### src/rtl/dmem_bus_bridge.sv
// dmem_bus_bridge: turns a memory-stage access into one handshaked bus transaction,
// stalling the pipeline until it completes or times out.
module dmem_bus_bridge #(
  parameter int TIMEOUT = 255,
  parameter int CNT_W   = 8
) (
  input  logic        clk,
  input  logic        rst,
  input  logic        mem_ce_i,
  input  logic        mem_we_i,
  input  logic [3:0]  mem_sel_i,
  input  logic [31:0] mem_addr_i,
  input  logic [31:0] mem_data_i,
  input  logic        flush_i,
  output logic [31:0] mem_data_o,
  output logic        stallreq_o,
  output logic        bus_err_o,
  output logic        bus_req_o,
  output logic        bus_we_o,
  output logic [3:0]  bus_sel_o,
  output logic [31:0] bus_addr_o,
  output logic [31:0] bus_wdata_o,
  input  logic        bus_ack_i,
  input  logic [31:0] bus_rdata_i
);
  localparam logic [1:0] IDLE = 2'd0, BUSY = 2'd1, DONE = 2'd2, DRAIN = 2'd3;
  logic [1:0]       state_q, state_d;
  logic [CNT_W-1:0] cnt_q, cnt_d;
  logic             req_q, req_d, err_q, err_d, we_q, we_d;
  logic [3:0]       sel_q, sel_d;
  logic [31:0]      addr_q, addr_d, wdata_q, wdata_d, data_q, data_d;
  logic             launch, active, tmo, fin, cap;
  always_comb begin
    launch  = state_q == IDLE && mem_ce_i && !flush_i;
    active  = state_q == BUSY || state_q == DRAIN;
    tmo     = cnt_q == CNT_W'(TIMEOUT - 1);
    fin     = active && (bus_ack_i || tmo);
    // a flush that coincides with completion skips DRAIN and drops the result
    state_d = state_q == IDLE  ? (launch ? BUSY : IDLE) :
              state_q == BUSY  ? (fin ? (flush_i ? IDLE : DONE) : (flush_i ? DRAIN : BUSY)) :
              state_q == DRAIN ? (fin ? IDLE : DRAIN) : IDLE;
    cnt_d   = launch ? '0 : (active && !fin) ? cnt_q + 1'b1 : cnt_q;
    req_d   = state_d == BUSY || state_d == DRAIN;
    cap     = state_q == BUSY && fin && !flush_i;
    err_d   = cap && !bus_ack_i;
    data_d  = cap ? ((bus_ack_i && !we_q) ? bus_rdata_i : 32'h0) : data_q;
    we_d    = launch ? mem_we_i : we_q;
    sel_d   = launch ? mem_sel_i : sel_q;
    addr_d  = launch ? {mem_addr_i[31:2], 2'b00} : addr_q;
    wdata_d = launch ? mem_data_i : wdata_q;
  end
  always_ff @(posedge clk or posedge rst) begin
    if (rst) begin
      state_q <= IDLE;
      cnt_q   <= '0;
      req_q   <= 1'b0;
      err_q   <= 1'b0;
      we_q    <= 1'b0;
      sel_q   <= 4'h0;
      addr_q  <= 32'h0;
      wdata_q <= 32'h0;
      data_q  <= 32'h0;
    end else begin
      state_q <= state_d;
      cnt_q   <= cnt_d;
      req_q   <= req_d;
      err_q   <= err_d;
      we_q    <= we_d;
      sel_q   <= sel_d;
      addr_q  <= addr_d;
      wdata_q <= wdata_d;
      data_q  <= data_d;
    end
  end
  assign stallreq_o  = launch || active;
  assign bus_err_o   = err_q;
  assign bus_req_o   = req_q;
  assign bus_we_o    = we_q;
  assign bus_sel_o   = sel_q;
  assign bus_addr_o  = addr_q;
  assign bus_wdata_o = wdata_q;
  assign mem_data_o  = data_q;
endmodule

### config.mk
export PLATFORM = sky130hd
export DESIGN_NAME = dmem_bus_bridge
export DESIGN_NICKNAME = d
export VERILOG_FILES = /design/src/rtl/dmem_bus_bridge.sv
export SDC_FILE = /design/constraint.sdc
export NUM_CORES = 1
export LEC_CHECK = 0
export CORE_AREA = 2 2 123 125
export DETAILED_ROUTE_END_ITERATION = 7
export DIE_AREA = 0 0 125 127
export MAX_ROUTING_LAYER = met4
export PLACE_DENSITY_LB_ADDON = 0.2
export SLEW_MARGIN = 20
export SYNTH_ARGS = -nofsm -noshare
export SYNTH_HDL_FRONTEND = slang
export SYNTH_SLANG_ARGS = --single-unit
### constraint.sdc
create_clock -name clk -period 7.1 [get_ports clk]
set_clock_uncertainty 0.05 [all_clocks]
set_input_delay 1.775 -clock clk [delete_from_list [all_inputs] [get_ports clk]]
set_output_delay 1.775 -clock clk [all_outputs]
set_load 0.01 [all_outputs]
==> summary.json <==
{
  "place.detailed.hpwl": {"value": 7.77, "unit": "mm"},
  "fmax": {"value": 0.198, "unit": "GHz"},
  "most_prevalent_standard_cell_on_the_critical_path": {"value": "clkdlybuf4s50_1"},
  "detail_route.wl_per_cell": {"value": 14.0, "unit": "um"},
  "internal_power": {"value": 1450, "unit": "uW"},
  "irDropWorstVdd": {"value": 0.000166, "unit": "V"},
  "end_kind": {"value": "output port"},
  "power.density_cell_area": {"value": 305, "unit": "nW/um^2"},
  "post_cts_hold_buffer_count": {"value": 0},
  "final.period_utilization": {"value": 71.0, "unit": "%"},
  "layout.area.seq": {"value": 2750, "unit": "sq um"},
  "max_slew.worst_pin.slew": {"value": 0.840, "unit": "ns"},
  "clk_path_buf_depth": {"value": 2},
  "finish.net_count": {"value": 717},
  "yosys_warning_count": {"value": 0},
  "grt_util_all_layers": {"value": 14.4, "unit": "%"},
  "finalCriticalPeriod": {"value": 5.04, "unit": "ns"},
  "status": {"value": "finished with violations"},
  "diodes": {"value": 0},
  "timing.critical_path.cells": {"value": "clkdlybuf4s50_1 -> nor2_1 -> a21o_1 -> clkdlybuf4s50_1"},
  "library_cell_contributing_the_largest_single_delay_on_the_critical_path": {"value": "clkdlybuf4s50_1"},
  "grt_overflow": {"value": 0},
  "cp_data_required_time": {"value": 5.28, "unit": "ns"},
  "routed_wirelength": {"value": 11.2, "unit": "mm"},
  "area_growth_from_synthesis_to_final_layout": {"value": 57.4, "unit": "%"},
  "power.combinational.fraction": {"value": 33.4, "unit": "%"},
  "number_of_antenna_violations_at_the_first_check_in_global_routing": {"value": 0},
  "hold-worst-slack": {"value": 0.421, "unit": "ns"},
  "detailedRoute.firstIterationViolations": {"value": 125},
  "die_h": {"value": 127, "unit": "um"},
  "ios": {"value": 210},
  "post_synth.cell_area_avg": {"value": 10.3, "unit": "sq um"},
  "final-hold-violation-count": {"value": 0},
  "setup.worst_path.start_class": {"value": "input pin"},
  "maxCapViolCount": {"value": 0},
  "timing.hold.worst.class": {"value": "register to register"},
  "clock_latency": {"value": 0.35, "unit": "ns"},
  "finalSetupViolCount": {"value": 0},
  "routed-via-count": {"value": 3532},
  "gpl.final_weighted_congestion": {"value": 0.751},
  "dpl-instance-area": {"value": 6430, "unit": "sq um"},
  "synthDistinctLibCells": {"value": 30},
  "cts_post_setup_buffers_inserted": {"value": 0},
  "crit-reg2reg-capture": {"value": "bus_addr_o[21]"},
  "clk_pin_slew": {"value": 0.07, "unit": "ns"},
  "share_seq_of_total_power": {"value": 43.4, "unit": "%"},
  "critPathKind": {"value": "input pin to output port"},
  "multiInputGateArea": {"value": 1350, "unit": "sq um"},
  "syn_std_cell_area": {"value": 4260, "unit": "sq um"},
  "synth.yosys.seq_area_share": {"value": 64.6, "unit": "%"},
  "chipWidth": {"value": 125, "unit": "um"},
  "h-tree-depth": {"value": 3},
  "leakagePower": {"value": 0.00317, "unit": "uW"},
  "crit_start": {"value": "flush_i"},
  "vias_in_the_first_global_route": {"value": 3523},
  "crit_fanout": {"value": 5},
  "grt_setup_unrepaired": {"value": "no"},
  "totalNegativeSetupSlack": {"value": 0, "unit": "ns"},
  "drt_drc_violations_left": {"value": 4},
  "critPathCapture": {"value": "stallreq_o"},
  "ctsRootBufferMaster": {"value": "clkbuf_16"},
  "max-slew-margin-rel": {"value": 44.0, "unit": "%"},
  "vias_per_cell": {"value": 4.43},
  "switchingPower": {"value": 596, "unit": "uW"},
  "clock_tree_from_tritoncts": {"value": "yes"},
  "core_area": {"value": 14400, "unit": "sq um"},
  "sw_frac_of_total": {"value": 29.1, "unit": "%"},
  "crit_arrival": {"value": 3.21, "unit": "ns"},
  "slew_violations": {"value": 0},
  "final_cell_area": {"value": 6710, "unit": "sq um"},
  "grt_start_max_net_pins": {"value": 75},
  "r2r-start": {"value": "state_q[0]"},
  "numCtsBuffers": {"value": 9},
  "tritoncts_sink_count": {"value": 110},
  "wire_length_of_the_first_global_routing_pass": {"value": 17.9, "unit": "mm"},
  "area_enclosed_by_the_die_boundary": {"value": 15900, "unit": "sq um"},
  "drt_first_pass_iters": {"value": 6},
  "cts_resized": {"value": 0},
  "fp-row-count": {"value": 44},
  "failed_checks": {"value": "design-rule violations"},
  "reg2reg_depth": {"value": 4},
  "syn-instance-count": {"value": 412},
  "power.share.clock": {"value": 23.1, "unit": "%"},
  "fillerInstances": {"value": 1356},
  "max_stage_delay": {"value": 0.54, "unit": "ns"},
  "setup.reg_to_reg.worst_slack": {"value": 5.07, "unit": "ns"},
  "postSynthRegisterBits": {"value": 110},
  "antenna_violating_nets_post_route": {"value": 0},
  "initial_core_util": {"value": 29.6, "unit": "%"},
  "proportion_of_layout_cells_with_a_drive_suffix_above_1": {"value": 4.40, "unit": "%"},
  "io_buffers": {"value": 205}
}
metrics by stage:
step                      total power (uW)  cells  setup WS, ns  util [%]
after floorplan                       1150    413          2.37         -
final                                 2050    798          2.06      46.5
after global routing                  2180    798          2.00      46.5
after detailed placement              1590    782          2.07      44.6
after CTS                             2090    798          2.05      46.5
after global placement                1580    782          2.08      44.6
cell type report:
class	instances	share of cell area, %
sequential	110	41.0
inverter	2	0.149
clock inverter	6	0.671
multi-input combinational	277	20.2
clock buffer	10	3.56
timing repair buffer	209	31.0
tap	184	3.43
flip-flops by register name, summed over array words and instances, names as in the netlist:
name         flops
bus_addr_o      30
bus_err_o        1
bus_sel_o        4
bus_wdata_o     32
bus_we_o         1
cnt_q            8
mem_data_o      32
state_q          2
power by group through the flow:
| stage | clock, uW | sequential (uW) | combinational (uW) |
|---|---|---|---|
| after detailed placement | 0 | 901 | 694 |
| after global routing | 523 | 913 | 741 |
| after CTS | 496 | 892 | 698 |
| after floorplan | 0 | 974 | 178 |
| after global placement | 0 | 894 | 689 |
| final | 474 | 890 | 685 |
cell usage in the layout, fill, tap and decap left out:
cell	n
clkinv_2	1
nor2_1	3
and4b_2	1
a211oi_1	1
inv_4	1
o211ai_2	1
nor2_2	1
a21o_1	1
clkinvlp_4	3
clkbuf_16	9
o211ai_1	4
and2b_1	1
o21ai_0	6
conb_1	2
clkdlybuf4s50_1	205
nand3_1	7
inv_6	1
nand2_1	203
and3_1	1
or3_1	1
nand3b_1	1
inv_1	1
dfrtp_1	110
a22o_1	32
ha_1	2
o21ai_2	1
nor4b_4	1
a31oi_1	1
o31ai_1	2
and4_1	1
clkbuf_8	1
clkinv_4	1
buf_4	4
nand4_4	1
and4b_1	1
a21oi_1	1
critical path, delay by kind of cell:
kind	cells	cell delay, ns
buffers and inverters	2	1.00
AND/OR/NAND/NOR	1	0.27
AO/OA/AOI/OAI	1	0.16
cells by family (layout without fill, tap and decap cells):
group	count (synthesis)	in the layout	synth area share, %
buf+inv	26	227	3.82
simple gates	223	223	21.5
other cells	1	2	0.0880
compound gates	50	50	9.45
flops	110	110	64.6
fa+ha+maj	2	2	0.587
Yosys cell counts (all sizes together):
cell type | instances | area share, %
nand2 | 203 | 18
dfrtp | 110 | 65
a22o | 32 | 6.6
buf | 23 | 3.6
nand3 | 7 | 0.82
o21ai | 7 | 0.91
o211ai | 5 | 1.0
nor2 | 4 | 0.41
and4b | 2 | 0.47
ha | 2 | 0.59
inv | 2 | 0.18
o31ai | 2 | 0.35
a211oi | 1 | 0.18
a21o | 1 | 0.18
a21oi | 1 | 0.12
a31oi | 1 | 0.15
and2b | 1 | 0.18
and3 | 1 | 0.15
and4 | 1 | 0.21
clkbuf | 1 | 0.088
conb | 1 | 0.088
nand3b | 1 | 0.18
nand4 | 1 | 0.50
nor4b | 1 | 0.56
or3 | 1 | 0.15
worst min-delay path by stage:
stage / from / endpoint / slack [ns] / depth (start not counted)
after floorplan: cnt_q[7] / cnt_q[7] / 0.40 / 1
after global placement: bus_addr_o[24] / bus_addr_o[24] / 0.41 / 2
after detailed placement: bus_wdata_o[31] / bus_wdata_o[31] / 0.41 / 2
after CTS: bus_wdata_o[17] / bus_wdata_o[17] / 0.43 / 2
after global routing: bus_wdata_o[0] / bus_wdata_o[0] / 0.45 / 2
final: bus_addr_o[20] / bus_addr_o[20] / 0.42 / 2
metal layers:
metal | GRT usage [%] | vias to the layer above | part of all wire [%]
li1 | - | 1725 | -
met1 | 18.1 | 1654 | 46
met2 | 22.5 | 135 | 46
met3 | 4.06 | 18 | 6.0
met4 | 5.10 | 0 | 1.9
met5 | - | - | 0
Note: power is estimated with default switching activity, not from simulation.
